## config.mk

```make
export PLATFORM = sky130hd
export DESIGN_NAME = user_mgr_arb
export DESIGN_NICKNAME = d
export VERILOG_FILES = /design/src/rtl/user_mgr_arb.sv
export SDC_FILE = /design/constraint.sdc
export NUM_CORES = 1
export LEC_CHECK = 0
export BUFFER_PORTS_ARGS = -buffer_cell sky130_fd_sc_hd__buf_4
export CAP_MARGIN = 40
export CORE_AREA = 2 2 113 115
export DETAILED_ROUTE_END_ITERATION = 10
export DIE_AREA = 0 0 115 117
export SYNTH_ARGS = -nofsm -noshare
export SYNTH_HDL_FRONTEND = slang
export SYNTH_SLANG_ARGS = --single-unit
```

## constraint.sdc

```tcl
create_clock -name clk_i -period 3.5 [get_ports clk_i]
set_clock_uncertainty 0.2 [all_clocks]
set_input_delay 0.525 -clock clk_i [delete_from_list [all_inputs] [get_ports clk_i]]
set_output_delay 0.525 -clock clk_i [all_outputs]
set_load 0.02 [all_outputs]
```

## src/rtl/user_mgr_arb.sv

```systemverilog
`default_nettype none
// ----------------------------------------------------------------------------
// user_mgr_arb : round-robin OBI manager arbiter with in-order response routing
// Revision     : 1.0
// ----------------------------------------------------------------------------
module user_mgr_arb #(
  parameter int unsigned NUM_MGR    = 2,
  parameter int unsigned ADDR_WIDTH = 32,
  parameter int unsigned DATA_WIDTH = 32,
  parameter int unsigned ID_WIDTH   = 1,
  parameter int unsigned MAX_TRANS  = 2
) (
  input  logic                             clk_i,
  input  logic                             rst_i,
  input  logic [NUM_MGR-1:0]               src_req_i,
  input  logic [NUM_MGR*ADDR_WIDTH-1:0]    src_addr_i,
  input  logic [NUM_MGR*DATA_WIDTH-1:0]    src_wdata_i,
  input  logic [NUM_MGR*DATA_WIDTH/8-1:0]  src_be_i,
  input  logic [NUM_MGR-1:0]               src_we_i,
  input  logic [NUM_MGR*ID_WIDTH-1:0]      src_id_i,
  output logic [NUM_MGR-1:0]               src_gnt_o,
  output logic [NUM_MGR-1:0]               src_rvalid_o,
  output logic [DATA_WIDTH-1:0]            src_rdata_o,
  output logic [ID_WIDTH-1:0]              src_rid_o,
  output logic                             src_err_o,
  output logic                             mgr_req_o,
  output logic [ADDR_WIDTH-1:0]            mgr_addr_o,
  output logic [DATA_WIDTH-1:0]            mgr_wdata_o,
  output logic [DATA_WIDTH/8-1:0]          mgr_be_o,
  output logic                             mgr_we_o,
  output logic [ID_WIDTH-1:0]              mgr_id_o,
  input  logic                             mgr_gnt_i,
  input  logic                             mgr_rvalid_i,
  input  logic [DATA_WIDTH-1:0]            mgr_rdata_i,
  input  logic [ID_WIDTH-1:0]              mgr_rid_i,
  input  logic                             mgr_err_i,
  output logic                             spurious_o
);

  localparam int unsigned BE_WIDTH = DATA_WIDTH / 8;
  localparam int unsigned IDX_W    = (NUM_MGR > 1) ? $clog2(NUM_MGR) : 1;
  localparam int unsigned PTR_W    = (MAX_TRANS > 1) ? $clog2(MAX_TRANS) : 1;
  localparam int unsigned CNT_W    = $clog2(MAX_TRANS + 1);

  typedef enum logic [0:0] {
    ST_IDLE   = 1'b0,
    ST_LOCKED = 1'b1
  } state_e;

  state_e             state_q;
  logic [IDX_W-1:0]   rr_q, rr_d;
  logic [IDX_W-1:0]   lock_idx_q;
  logic [IDX_W-1:0]   fifo_q [MAX_TRANS];
  logic [PTR_W-1:0]   wptr_q, wptr_d;
  logic [PTR_W-1:0]   rptr_q, rptr_d;
  logic [CNT_W-1:0]   count_q, count_d;
  logic               spurious_q;

  logic               full, empty;
  logic               sel_valid;
  logic [IDX_W-1:0]   sel;
  logic [IDX_W-1:0]   head;
  logic               req_ok, push, pop;

  function automatic logic [PTR_W-1:0] ptr_inc(input logic [PTR_W-1:0] p);
    return (p == PTR_W'(MAX_TRANS - 1)) ? '0 : p + PTR_W'(1);
  endfunction

  function automatic logic [IDX_W-1:0] idx_inc(input logic [IDX_W-1:0] p);
    return (p == IDX_W'(NUM_MGR - 1)) ? '0 : p + IDX_W'(1);
  endfunction

  assign full  = (count_q == CNT_W'(MAX_TRANS));
  assign empty = (count_q == '0);
  assign head  = fifo_q[rptr_q];

  // A stalled request keeps its source selected so the A-channel stays stable.
  always_comb begin
    int unsigned k;
    k         = 0;
    sel       = rr_q;
    sel_valid = 1'b0;
    if (state_q == ST_LOCKED) begin
      sel       = lock_idx_q;
      sel_valid = 1'b1;
    end else if (!full) begin
      for (int unsigned i = 0; i < NUM_MGR; i++) begin
        k = (32'(rr_q) + i) % NUM_MGR;
        if (!sel_valid && src_req_i[k]) begin
          sel       = IDX_W'(k);
          sel_valid = 1'b1;
        end
      end
    end
  end

  assign req_ok = sel_valid & ~rst_i;
  assign push   = req_ok & mgr_gnt_i;
  assign pop    = mgr_rvalid_i & ~empty & ~rst_i;

  always_comb begin
    src_gnt_o    = '0;
    src_rvalid_o = '0;
    for (int unsigned k = 0; k < NUM_MGR; k++) begin
      src_gnt_o[k]    = push && (sel == IDX_W'(k));
      src_rvalid_o[k] = pop && (head == IDX_W'(k));
    end
  end

  assign mgr_req_o   = req_ok;
  assign mgr_addr_o  = rst_i ? '0 : src_addr_i[sel*ADDR_WIDTH +: ADDR_WIDTH];
  assign mgr_wdata_o = rst_i ? '0 : src_wdata_i[sel*DATA_WIDTH +: DATA_WIDTH];
  assign mgr_be_o    = rst_i ? '0 : src_be_i[sel*BE_WIDTH +: BE_WIDTH];
  assign mgr_we_o    = ~rst_i & src_we_i[sel];
  assign mgr_id_o    = rst_i ? '0 : src_id_i[sel*ID_WIDTH +: ID_WIDTH];

  assign src_rdata_o = rst_i ? '0 : mgr_rdata_i;
  assign src_rid_o   = rst_i ? '0 : mgr_rid_i;
  assign src_err_o   = ~rst_i & mgr_err_i;
  assign spurious_o  = ~rst_i & spurious_q;

  always_comb begin
    rr_d    = push ? idx_inc(sel) : rr_q;
    wptr_d  = push ? ptr_inc(wptr_q) : wptr_q;
    rptr_d  = pop ? ptr_inc(rptr_q) : rptr_q;
    count_d = count_q;
    if (push && !pop) begin
      count_d = count_q + CNT_W'(1);
    end else if (pop && !push) begin
      count_d = count_q - CNT_W'(1);
    end
  end

  always_ff @(posedge clk_i) begin
    if (push) begin
      fifo_q[wptr_q] <= sel;
    end
  end

  always_ff @(posedge clk_i) begin
    if (rst_i) begin
      state_q    <= ST_IDLE;
      rr_q       <= '0;
      lock_idx_q <= '0;
      wptr_q     <= '0;
      rptr_q     <= '0;
      count_q    <= '0;
      spurious_q <= 1'b0;
    end else begin
      case (state_q)
        ST_IDLE: begin
          if (sel_valid && !mgr_gnt_i) begin
            state_q    <= ST_LOCKED;
            lock_idx_q <= sel;
          end
        end
        ST_LOCKED: begin
          if (mgr_gnt_i) begin
            state_q <= ST_IDLE;
          end
        end
        default: state_q <= ST_IDLE;
      endcase
      rr_q    <= rr_d;
      wptr_q  <= wptr_d;
      rptr_q  <= rptr_d;
      count_q <= count_d;
      // A response with nothing outstanding is dropped but remembered.
      if (mgr_rvalid_i && empty) begin
        spurious_q <= 1'b1;
      end
    end
  end

endmodule
`default_nettype wire

```

==> results of run 1 <==
sequential cells by signal, summed over array words and instances, names as in the netlist, named ones only:
register and flops:
state_q 1, rptr_q 1, fifo_q 2, lock_idx_q 1
spurious_q 1, rr_q 1, count_q 2, wptr_q 1
critical path, cell delays in order (launching register included):
cell and delay [ns]:
sky130_fd_sc_hd__dfxtp_1 0.39, sky130_fd_sc_hd__nor2b_2 0.19, sky130_fd_sc_hd__o21bai_1 0.11, sky130_fd_sc_hd__a221oi_4 0.39, sky130_fd_sc_hd__buf_12 0.29, sky130_fd_sc_hd__mux2i_1 0.32
sky130_fd_sc_hd__buf_4 0.20
worst paths after layout:
check	startpoint	endpoint	slack, ns
worst max-delay path	count_q[1]$_SDFFE_PP0P_	mgr_id_o	0.64
worst min-delay path	spurious_q$_SDFFE_PP0P_	spurious_q$_SDFFE_PP0P_	0.28
worst max register to register	count_q[0]$_SDFFE_PP0P_	count_q[1]$_SDFFE_PP0P_	1.07
worst min register to register	spurious_q$_SDFFE_PP0P_	spurious_q$_SDFFE_PP0P_	0.28
through the flow:
step	hold slack, ns	instance area [um2]	setup WS, ns	power (uW)
global route	0.2846	5087	0.5038	1402
floorplan	0.2290	2815	1.049	762.0
CTS	0.2818	5087	0.5507	1341
global placement	0.2432	5009	0.7389	1111
finish	0.2828	5087	0.6394	1319
detailed placement	0.2614	5009	0.7264	1121
cell type report:
type,instances,area [um2],share of cell area
Multi-Input combinational cell,286,2336,0.4592
Clock buffer,4,78.83,0.01549
Inverter,2,7.507,0.001476
Sequential cell,11,240.2,0.04722
Timing Repair Buffer,293,2237,0.4397
Tap cell,150,187.7,0.03689
power groups by stage:
stage	logic, uW	clock network [uW]	registers (uW)
floorplan	600	0	162
global placement	944	0	167
detailed placement	953	0	167
CTS	956	219	165
global route	1010	224	168
finish	940	213	166
metal layers:
metal  vias to the layer above  global-route usage  share of wire  wire (um)
met5                         -                   0              0          0
met4                         0             0.01928         0.0091         89
met3                         6             0.03296          0.099        970
met2                       159              0.2612           0.54       5319
met1                      1395              0.1344           0.35       3432
li1                       1586                   -              -          -
cell families after synthesis:
group | after synthesis
and+or+nand+nor | 200
muxes | 73
adders and majority gates | 1
AOI/OAI and AO/OA | 9
DFF | 11
buffers and inverters | 32
xor gates and xnor gates | 3
placed cells by master (no fill, tap or decap):
cell                        instances
sky130_fd_sc_hd__ha_1               1
sky130_fd_sc_hd__nor2b_1           36
sky130_fd_sc_hd__buf_12             3
sky130_fd_sc_hd__nor2b_2            1
sky130_fd_sc_hd__buf_4            290
sky130_fd_sc_hd__or2_2              2
sky130_fd_sc_hd__edfxtp_1           2
sky130_fd_sc_hd__or3b_1             1
sky130_fd_sc_hd__a211oi_1           1
sky130_fd_sc_hd__nor4b_1            1
sky130_fd_sc_hd__or2b_2           105
sky130_fd_sc_hd__nor2_1            11
sky130_fd_sc_hd__inv_2              1
sky130_fd_sc_hd__o21ai_0            2
sky130_fd_sc_hd__a221oi_4           1
sky130_fd_sc_hd__and3_1             1
sky130_fd_sc_hd__nand2b_1          39
sky130_fd_sc_hd__dfxtp_1            9
sky130_fd_sc_hd__inv_1              1
sky130_fd_sc_hd__clkbuf_16          3
sky130_fd_sc_hd__mux2i_1           73
sky130_fd_sc_hd__nor3_1             1
sky130_fd_sc_hd__and2b_1            1
sky130_fd_sc_hd__clkbuf_1           1
sky130_fd_sc_hd__xor2_1             3
sky130_fd_sc_hd__or3_2              1
sky130_fd_sc_hd__o21bai_1           1
sky130_fd_sc_hd__a21oi_1            4
==> flow_summary.rst, run 1 <==
.. list-table::
   :header-rows: 1

   * - Metric
     - Value
   * - Buffer count from post-CTS setup fixing
     - 0
   * - Fillers
     - 1251
   * - Hold violation total from the final report
     - 0
   * - Initial antenna violation count
     - 0
   * - Die Span X
     - 115 um
   * - Most repeated cell in the gate-level netlist after synthesis
     - sky130_fd_sc_hd__or2b_2
   * - Maximum number of pins on one net before global-route repair
     - 103
   * - Xor and xnor fraction of the mapped netlist area
     - 0.009333
   * - I/O pin count
     - 290
   * - Max-cap viol count
     - 0
   * - Cell count of the worst hold path
     - 2
   * - Global router's overall resource usage
     - 0.1286
   * - Number of synthesized register bits
     - 11
   * - Type of element capturing the critical path
     - output pin
   * - Antenna diode instance count
     - 0
   * - Primary FF master, synth
     - sky130_fd_sc_hd__dfxtp_1
   * - Highest ir drop seen on vdd
     - 0.0001503 V
   * - Clk pwr share
     - 0.161
   * - Top cell type's share of synthesized area
     - 0.3267
   * - Synth unique cells
     - 28
   * - Clock slew seen by the registers of the worst setup and hold paths
     - 0.04 ns
   * - Maximum number of buffers from clock root to sink
     - 2
   * - Synthesis warning total
     - 0
   * - Maximum fanout count along the critical path
     - 35
   * - Average instance area after synthesis
     - 8.557 um2
   * - Cell area after synthesis
     - 0.002815 mm2
   * - DIE AREA
     - 0.01346 mm2
   * - Post-synthesis mux area share
     - 0.2596
   * - Biggest area contributors in the synthesized netlist
     - sky130_fd_sc_hd__or2b_2 (33%), sky130_fd_sc_hd__mux2i_1 (26%), sky130_fd_sc_hd__nand2b_1 (8.7%)
   * - Internal power
     - 798.1 uW
   * - Simple-Gate Fraction of Synth Area
     - 0.5311
   * - Core area
     - 0.01231 mm2
   * - Cell type with the highest aggregate area in the netlist
     - sky130_fd_sc_hd__or2b_2
   * - Clock sink count
     - 11
   * - Leakage dissipation
     - 0.002795 uW
   * - Share of total power in sequential cells
     - 0.126
   * - Synthesized instance count
     - 329
   * - Iter 0 DRT Violations
     - 58
   * - Result of the run
     - finished, final reports clean
   * - Number of global-route vias before repair
     - 3002
   * - Dominant combinational cell family by area after synthesis
     - simple AND/OR/NAND/NOR gates
   * - First-pass iteration count of the detailed router
     - 4
   * - Synth Area in Adders
     - 0.004444
   * - Crit share post-route
     - 0.8173
   * - P&R area growth vs syn
     - 80.71%
   * - Switching portion of total power
     - 0.3949
   * - Worst setup path category
     - flop to output pin
   * - DRC Markers
     - 0
   * - Shortest period the worst path allows
     - 2.861 ns
   * - Layout Utilization
     - 0.4132
   * - Final non-filler cell total
     - 746
   * - Setup TNS
     - 0 ns
   * - Normalized max-slew margin
     - 0.7454
   * - Library cell used as clock root buffer
     - sky130_fd_sc_hd__clkbuf_16
   * - Number of buffers added to fix hold violations after cts
     - 0
   * - Dpl hpwl
     - 8122 um
   * - Register-to-Register Path Depth
     - 7
   * - Number of core rows
     - 41
   * - Cell count after placement
     - 742
   * - Synthesized Nets
     - 510
   * - Share of total power in combinational logic
     - 0.713
   * - Final wirelength
     - 9811 um
   * - Critical path data required time
     - 2.77 ns
   * - Final setup violation count
     - 0
   * - Number of antenna-violating nets in the routed design
     - 0
   * - Die height
     - 117 um
   * - Num CTS Buffers
     - 3
   * - Complex-gate fraction of the synthesized area
     - 0.02133
   * - Final Slew Violations
     - 0
   * - Count of nets after finishing
     - 778
   * - Worst slew pin tran
     - 0.3819 ns
   * - Post-cts resize count
     - 0
   * - Portion of the post-synthesis area used by sequential elements
     - 0.08533
   * - Clock latency at the later pin of the worst-skew pair
     - 0.24 ns
   * - Net switching component of the power
     - 520.9 uW
   * - Fraction of registers with async set or reset after synthesis
     - 0
   * - Effective utilization at floorplan
     - 0.2287
   * - Number of I/O port buffers
     - 289
   * - Data arrival, critical path
     - 2.14 ns
   * - H-tree depth
     - 1
   * - Global-route wire length before repair
     - 14060 um
   * - CP Launch Type
     - flop
   * - Top cells by instance count after synthesis
     - sky130_fd_sc_hd__or2b_2 (105), sky130_fd_sc_hd__mux2i_1 (73), sky130_fd_sc_hd__nand2b_1 (39)
   * - Share of cells above drive strength 1
     - 0.6829
   * - Number of enable flip-flop cells after synthesis
     - 2
   * - Fmax
     - 0.3496 GHz
   * - Unrepaired setup endpoints after global routing
     - no
   * - Overflow after GRT
     - 0
   * - Routability-driven placement congestion ratio
     - 0.7970
   * - Vias/cell
     - 4.217
   * - CTS tree
     - yes
   * - Power per standard cell area
     - 259.3 mW/mm2
   * - Via count
     - 3146
   * - DR WL/cell
     - 13.15 um
   * - Worst hold-check path type
     - flop to flop
(Power assumes the default switching activity.)
==> inputs of run 2 (changes only) <==
--- a/config.mk
+++ b/config.mk
@@ -5,6 +5,7 @@
 export SDC_FILE = /design/constraint.sdc
 export NUM_CORES = 1
 export LEC_CHECK = 0
+export ABC_AREA = 1
 export BUFFER_PORTS_ARGS = -buffer_cell sky130_fd_sc_hd__buf_4
 export CAP_MARGIN = 40
 export CORE_AREA = 2 2 113 115
==> constraint.sdc (replaced) <==
create_clock -name clk_i -period 2.5 [get_ports clk_i]
set_clock_uncertainty 0.2 [all_clocks]
set_input_delay 0.375 -clock clk_i [delete_from_list [all_inputs] [get_ports clk_i]]
set_output_delay 0.375 -clock clk_i [all_outputs]
set_load 0.02 [all_outputs]
==> run 2 against run 1 <==
Critical path depth increased by 2. Cell count increased by 27%. Synthesized area is 0.80% lower. Flip-flop and latch count unchanged. Sequential share of layout area down 0.061 points. Wire length grew 3.1%. Final area increased by 1.3%. Register-to-register slack got worse by 0.48 ns. Core utilization increased by 0.54 points. Non-clock buffer count up 8. Clock power rose by 36%. Combinational power grew 43%. Critical path type unchanged. Critical endpoint is now mgr_wdata_o[10].
==> flow_summary.rst, run 2 <==
.. list-table::
   :header-rows: 1

   * - Metric
     - Value
   * - Result of the run
     - finished, final reports clean
   * - Number of enable flip-flop cells after synthesis
     - 2
   * - Average instance area after synthesis
     - 5.249 um2
   * - Biggest area contributors in the synthesized netlist
     - sky130_fd_sc_hd__a21oi_2 (22%), sky130_fd_sc_hd__inv_1 (16%), sky130_fd_sc_hd__nor2_1 (15%)
   * - Number of global-route vias before repair
     - 3258
   * - Library cell used as clock root buffer
     - sky130_fd_sc_hd__clkbuf_16
   * - Top cell type's share of synthesized area
     - 0.2164
   * - Power per standard cell area
     - 358.7 mW/mm2
   * - Type of element capturing the critical path
     - output pin
   * - Vias/cell
     - 4.143
   * - Maximum fanout count along the critical path
     - 58
   * - Complex-gate fraction of the synthesized area
     - 0.2442
   * - H-tree depth
     - 1
   * - Data arrival, critical path
     - 1.73 ns
   * - Internal power
     - 1039 uW
   * - Die Span X
     - 115 um
   * - Clock latency at the later pin of the worst-skew pair
     - 0.24 ns
   * - P&R area growth vs syn
     - 84.54%
   * - Post-cts resize count
     - 0
   * - Primary FF master, synth
     - sky130_fd_sc_hd__dfxtp_1
   * - Worst slew pin tran
     - 0.3313 ns
   * - Maximum number of buffers from clock root to sink
     - 2
   * - Highest ir drop seen on vdd
     - 0.0002026 V
   * - CP max stage delay
     - 0.33 ns
   * - Number of buffers added to fix hold violations after cts
     - 0
   * - Net switching component of the power
     - 809.4 uW
   * - Dominant combinational cell family by area after synthesis
     - simple AND/OR/NAND/NOR gates
   * - Setup TNS
     - 0 ns
   * - Share of cells above drive strength 1
     - 0.4773
   * - Synthesis warning total
     - 0
   * - Top cells by instance count after synthesis
     - sky130_fd_sc_hd__inv_1 (117), sky130_fd_sc_hd__nor2_1 (114), sky130_fd_sc_hd__nand2_1 (81)
   * - Effective utilization at floorplan
     - 0.2268
   * - Xor and xnor fraction of the mapped netlist area
     - 0.003136
   * - Leakage dissipation
     - 0.003132 uW
   * - Max-cap viol count
     - 0
   * - Number of core rows
     - 41
   * - Crit share post-route
     - 0.9217
   * - Synthesized Nets
     - 713
   * - Switching portion of total power
     - 0.4379
   * - Simple-Gate Fraction of Synth Area
     - 0.4077
   * - Dpl hpwl
     - 7928 um
   * - Normalized max-slew margin
     - 0.7768
   * - Final setup violation count
     - 0
   * - Cell type with the highest aggregate area in the netlist
     - sky130_fd_sc_hd__a21oi_2
   * - DRC Markers
     - 0
   * - Via count
     - 3911
   * - Number of antenna-violating nets in the routed design
     - 0
   * - Routability-driven placement congestion ratio
     - 0.7304
   * - Placed cell areas
     - 0.005075 mm2
   * - DR WL/cell
     - 10.72 um
   * - Share of total power in combinational logic
     - 0.727
   * - Total power after layout
     - 1849 uW
   * - Worst hold-check path type
     - primary input to flop
   * - CP Launch Type
     - flop
   * - Synth unique cells
     - 22
   * - Shortest period the worst path allows
     - 2.304 ns
   * - CTS tree
     - yes
   * - Antenna diode instance count
     - 0
   * - Largest registers
     - count_q (2), fifo_q (2)
   * - Portion of the post-synthesis area used by sequential elements
     - 0.08602
   * - Number of I/O port buffers
     - 289
   * - Die height
     - 117 um
   * - Global router's overall resource usage
     - 0.1324
   * - Iter 0 DRT Violations
     - 241
   * - Unrepaired setup endpoints after global routing
     - no
   * - Fillers
     - 1348
   * - Num CTS Buffers
     - 3
   * - I/O pin count
     - 290
   * - Cell area after synthesis
     - 0.002793 mm2
   * - Initial antenna violation count
     - 0
   * - Overflow after GRT
     - 0
   * - Fraction of registers with async set or reset after synthesis
     - 0
   * - Fmax
     - 0.4340 GHz
   * - Cell area after layout
     - 0.005154 mm2
   * - Synthesized instance count
     - 532
   * - Clock sink count
     - 11
   * - Share of total power in sequential cells
     - 0.116
   * - Clk pwr share
     - 0.157
   * - Pre-CTS setup slack
     - 0.3711 ns
   * - Global-route wire length before repair
     - 14930 um
   * - Count of nets after finishing
     - 976
   * - Sum of buffers and inverters on the critical path
     - 3
   * - Post-synthesis mux area share
     - 0
   * - Buffer count from post-CTS setup fixing
     - 0
   * - Top cell family by delay on the critical path
     - buffers and inverters
   * - Final wirelength
     - 10120 um
   * - Most common cell after layout, fill and taps aside
     - sky130_fd_sc_hd__buf_4
   * - DIE AREA
     - 0.01346 mm2
   * - Slack of the critical path
     - 0.1957 ns
   * - Synth Area in Adders
     - 0.004480
   * - Clock slew seen by the registers of the worst setup and hold paths
     - 0.04 ns
   * - Cells along the critical path
     - inv_2 -> nand2_2 -> nand3_1 -> nand3_4 -> buf_12 -> a21oi_2 -> nor2_1 -> buf_4
   * - Maximum number of pins on one net before global-route repair
     - 59
   * - Core area
     - 0.01231 mm2
   * - Hold violation total from the final report
     - 0
   * - Cell with the largest stage delay on the worst path
     - sky130_fd_sc_hd__dfxtp_1
   * - Most repeated cell in the gate-level netlist after synthesis
     - sky130_fd_sc_hd__inv_1
   * - Worst setup path category
     - flop to output pin
   * - Number of synthesized register bits
     - 11
   * - Final Slew Violations
     - 0
   * - First-pass iteration count of the detailed router
     - 4
   * - Critical path data required time
     - 1.92 ns
   * - Commonest cells after routing, fill and taps aside
     - sky130_fd_sc_hd__buf_4 (294), sky130_fd_sc_hd__inv_1 (116), sky130_fd_sc_hd__nor2_1 (114)
## run 2: metrics by stage
stage	hold WS, ns	utilization	std cells
5_1_grt	0.1332	0.4186	944
3_3_place_gp	0.2518	0.4122	940
2_1_floorplan	0.2365	-	532
3_5_place_dp	0.2565	0.4122	940
4_1_cts	0.1191	0.4186	944
6_report	0.1228	0.4186	944
## run 2: cells by family after synthesis
| logic type | Yosys count |
|---|---|
| AOI/OAI and AO/OA | 84 |
| buffers and inverters | 161 |
| xor gates and xnor gates | 1 |
| DFF | 11 |
| and+or+nand+nor | 274 |
| adders and majority gates | 1 |
## run 2: cell type report
| class | count | area, um2 | share of cell area |
|---|---|---|---|
| repair buffers | 301 | 2347 | 0.4555 |
| multi-input cells | 360 | 1857 | 0.3603 |
| inverters | 118 | 442.9 | 0.08594 |
| well taps | 150 | 187.7 | 0.03642 |
| flip-flops and latches | 11 | 240.2 | 0.04661 |
| clock buffers | 4 | 78.83 | 0.01529 |
## run 2: path summary, 6_finish.rpt
path	start	to	slack, ns	depth (start not counted)
max	count_q[0]$_SDFFE_PP0P_	mgr_wdata_o[10]	0.20	8
min	mgr_gnt_i	state_q$_SDFF_PP0_	0.12	2
max reg2reg	count_q[1]$_SDFFE_PP0P_	count_q[1]$_SDFFE_PP0P_	0.59	7
min reg2reg	spurious_q$_SDFFE_PP0P_	spurious_q$_SDFFE_PP0P_	0.26	2
## run 2: routing by layer
metal	track usage	vias up	routed length (um)
met5	0	-	0
met4	0.02169	0	54
met3	0.03090	4	1080
met2	0.2404	176	4996
met1	0.1621	1604	3984
li1	-	2127	-
## run 2: power by group through the flow
stage / Combinational (uW) / Clock (uW) / Sequential (uW)
after floorplan: 809 / 0 / 213
after global placement: 1360 / 0 / 217
after detailed placement: 1360 / 0 / 218
after CTS: 1360 / 296 / 215
after global routing: 1480 / 303 / 217
final: 1340 / 290 / 215
==> inputs of run 3 (changes only) <==
==> config.mk (replaced) <==
export PLATFORM = sky130hd
export DESIGN_NAME = user_mgr_arb
export DESIGN_NICKNAME = d
export VERILOG_FILES = /design/src/rtl/user_mgr_arb.sv
export SDC_FILE = /design/constraint.sdc
export NUM_CORES = 1
export LEC_CHECK = 0
export ABC_AREA = 0
export BUFFER_PORTS_ARGS = -buffer_cell sky130_fd_sc_hd__buf_4
export CAP_MARGIN = 40
export CORE_AREA = 2 2 114 116
export DETAILED_ROUTE_END_ITERATION = 10
export DIE_AREA = 0 0 116 118
export SLEW_MARGIN = 30
export SYNTH_ARGS = -nofsm -noshare
export SYNTH_HDL_FRONTEND = slang
export SYNTH_SLANG_ARGS = --single-unit
==> run 3 against run 2 <==
Total power up 12%. Core utilization is 1.8 points higher. Maximum frequency fell by 7.0%. Combinational power up 16%. Critical endpoint is now mgr_wdata_o[13]. Highest routed layer unchanged. Flip-flop and latch count unchanged.
==> flow_summary.rst, run 3 (synthesis results as in run 1) <==
.. list-table::
   :header-rows: 1

   * - Metric
     - Value
   * - Result of the run
     - finished, final reports clean
   * - Most common cell after layout, fill and taps aside
     - sky130_fd_sc_hd__buf_4
   * - Crit share post-route
     - 0.9916
   * - Clock slew seen by the registers of the worst setup and hold paths
     - 0.04 ns
   * - Worst flop-to-flop path startpoint
     - count_q[1]$_SDFFE_PP0P_
   * - Vias/cell
     - 4.144
   * - Layout Utilization
     - 0.4370
   * - Maximum fanout count along the critical path
     - 10
   * - CP max stage delay
     - 0.35 ns
   * - Library cell used as clock root buffer
     - sky130_fd_sc_hd__clkbuf_16
   * - Antenna diode instance count
     - 0
   * - Final non-filler cell total
     - 780
   * - DRC Markers
     - 0
   * - Worst setup path category
     - flop to output pin
   * - I/O pin count
     - 290
   * - H-tree depth
     - 1
   * - Number of core rows
     - 41
   * - Share of cells above drive strength 1
     - 0.7105
   * - Capture endpoint of the worst hold path
     - state_q$_SDFF_PP0_
   * - Count of nets after finishing
     - 790
   * - Unrepaired setup endpoints after global routing
     - yes
   * - Data arrival, critical path
     - 1.90 ns
   * - Core area
     - 0.01241 mm2
   * - Fmax
     - 0.4034 GHz
   * - Cell count after placement
     - 767
   * - Final Slew Violations
     - 0
   * - Highest ir drop seen on vdd
     - 0.0002618 V
   * - Initial antenna violation count
     - 0
   * - Via count
     - 3232
   * - Power per standard cell area
     - 381.6 mW/mm2
   * - Clock latency at the later pin of the worst-skew pair
     - 0.24 ns
   * - Dpl hpwl
     - 8693 um
   * - Num CTS Buffers
     - 3
   * - First-pass iteration count of the detailed router
     - 3
   * - Effective utilization at floorplan
     - 0.2268
   * - Number of global-route vias before repair
     - 3333
   * - Register-to-Register Path Depth
     - 8
   * - CP Launch Type
     - flop
   * - Leakage dissipation
     - 0.002903 uW
   * - Die height
     - 118 um
   * - Cells along the critical path
     - and2b_1 -> a221oi_4 -> buf_12 -> buf_16 -> mux2i_2 -> buf_4
   * - DR WL/cell
     - 14.56 um
   * - Cell with the largest stage delay on the worst path
     - sky130_fd_sc_hd__dfxtp_4
   * - Maximum number of buffers from clock root to sink
     - 2
   * - Global router's overall resource usage
     - 0.1440
   * - DIE AREA
     - 0.01369 mm2
   * - Shortest period the worst path allows
     - 2.479 ns
   * - P&R area growth vs syn
     - 92.71%
   * - Type of element capturing the critical path
     - output pin
   * - Flop2flop setup slack
     - 0.31 ns
   * - Sum of buffers and inverters on the critical path
     - 3
   * - Overflow after GRT
     - 0
   * - Number of antenna-violating nets in the routed design
     - 0
   * - Top cell family by delay on the critical path
     - buffers and inverters
   * - Routability-driven placement congestion ratio
     - 0.8645
   * - Global-route wire length before repair
     - 16010 um
   * - Hold violation total from the final report
     - 0
   * - Placed cell areas
     - 0.005071 mm2
   * - Cell count of the worst hold path
     - 2
   * - Number of buffers added to fix hold violations after cts
     - 0
   * - Fillers
     - 1247
   * - Clock sink count
     - 11
   * - Maximum number of pins on one net before global-route repair
     - 95
   * - Total power after layout
     - 2070 uW
   * - Commonest cells after routing, fill and taps aside
     - sky130_fd_sc_hd__buf_4 (293), sky130_fd_sc_hd__or2b_2 (105), sky130_fd_sc_hd__mux2i_1 (65)
   * - Critical path data required time
     - 1.92 ns
   * - Final wirelength
     - 11360 um
   * - Worst slew pin tran
     - 0.4203 ns
   * - Die Span X
     - 116 um
   * - Origin of the worst min-delay path
     - mgr_gnt_i
   * - Normalized max-slew margin
     - 0.7159
   * - Iter 0 DRT Violations
     - 97
   * - Endpoint of the worst-slack reg-to-reg timing path
     - count_q[1]$_SDFFE_PP0P_
   * - Cell area after layout
     - 0.005425 mm2
   * - Number of I/O port buffers
     - 289
   * - Largest registers
     - count_q (2), fifo_q (2)
   * - Worst hold-check path type
     - primary input to flop
   * - CTS tree
     - yes
   * - Final setup violation count
     - 0
   * - Max-cap viol count
     - 0
-- run 3: worst max-delay path by stage --
stage                            startpoint                       to  slack (ns)  cells past startpoint
finish                   state_q$_SDFF_PP0_          mgr_wdata_o[13]        0.02                      6
global route        count_q[1]$_SDFFE_PP0P_            mgr_addr_o[0]       -0.07                      7
CTS                 count_q[1]$_SDFFE_PP0P_          mgr_wdata_o[23]       -0.08                      8
detailed placement  count_q[0]$_SDFFE_PP0P_          mgr_wdata_o[13]        0.07                      6
global placement               src_req_i[1]          mgr_wdata_o[13]        0.08                      6
floorplan                      src_req_i[0]  count_q[1]$_SDFFE_PP0P_        0.20                      8
-- run 3: repair_timing --
action | CTS | global route
cloned | 2 | 4
setup endpoints to repair | 71 | 72
pin swaps | 0 | 1
setup buffers | 1 | 2
resized for setup | 8 | 14
-- run 3: stage by stage --
step / worst slack, ns / hold slack [ns] / TNS, ns
final: 0.02106 / 0.1283 / 0
after global routing: -0.06676 / 0.1438 / -2.386
after CTS: -0.08090 / 0.1283 / -2.298
after detailed placement: 0.07084 / 0.2548 / 0
after global placement: 0.08151 / 0.2487 / 0
after floorplan: 0.1993 / 0.2290 / 0
-- run 3: per-layer routing --
layer | track usage | share of wire
met1 | 0.1487 | 0.37
met2 | 0.2964 | 0.54
met3 | 0.02575 | 0.073
met4 | 0.02083 | 0.011
met5 | 0 | 0
-- run 3: area by class of cell --
cell class	instances	area, um2	area share
Sequential cell	11	247.7	0.04566
Timing Repair Buffer	305	2481	0.4573
Multi-Input combinational cell	286	2395	0.4414
Clock buffer	4	78.83	0.01453
Inverter	2	7.507	0.001384
Tap cell	172	215.2	0.03967
-- run 3: where the power goes --
group	switching [uW]	total (uW)	leakage, uW	internal (uW)
clock network	76.8	291	0.0000382	214
logic	702	1550	0.00277	845
registers	22.3	232	0.0000942	210
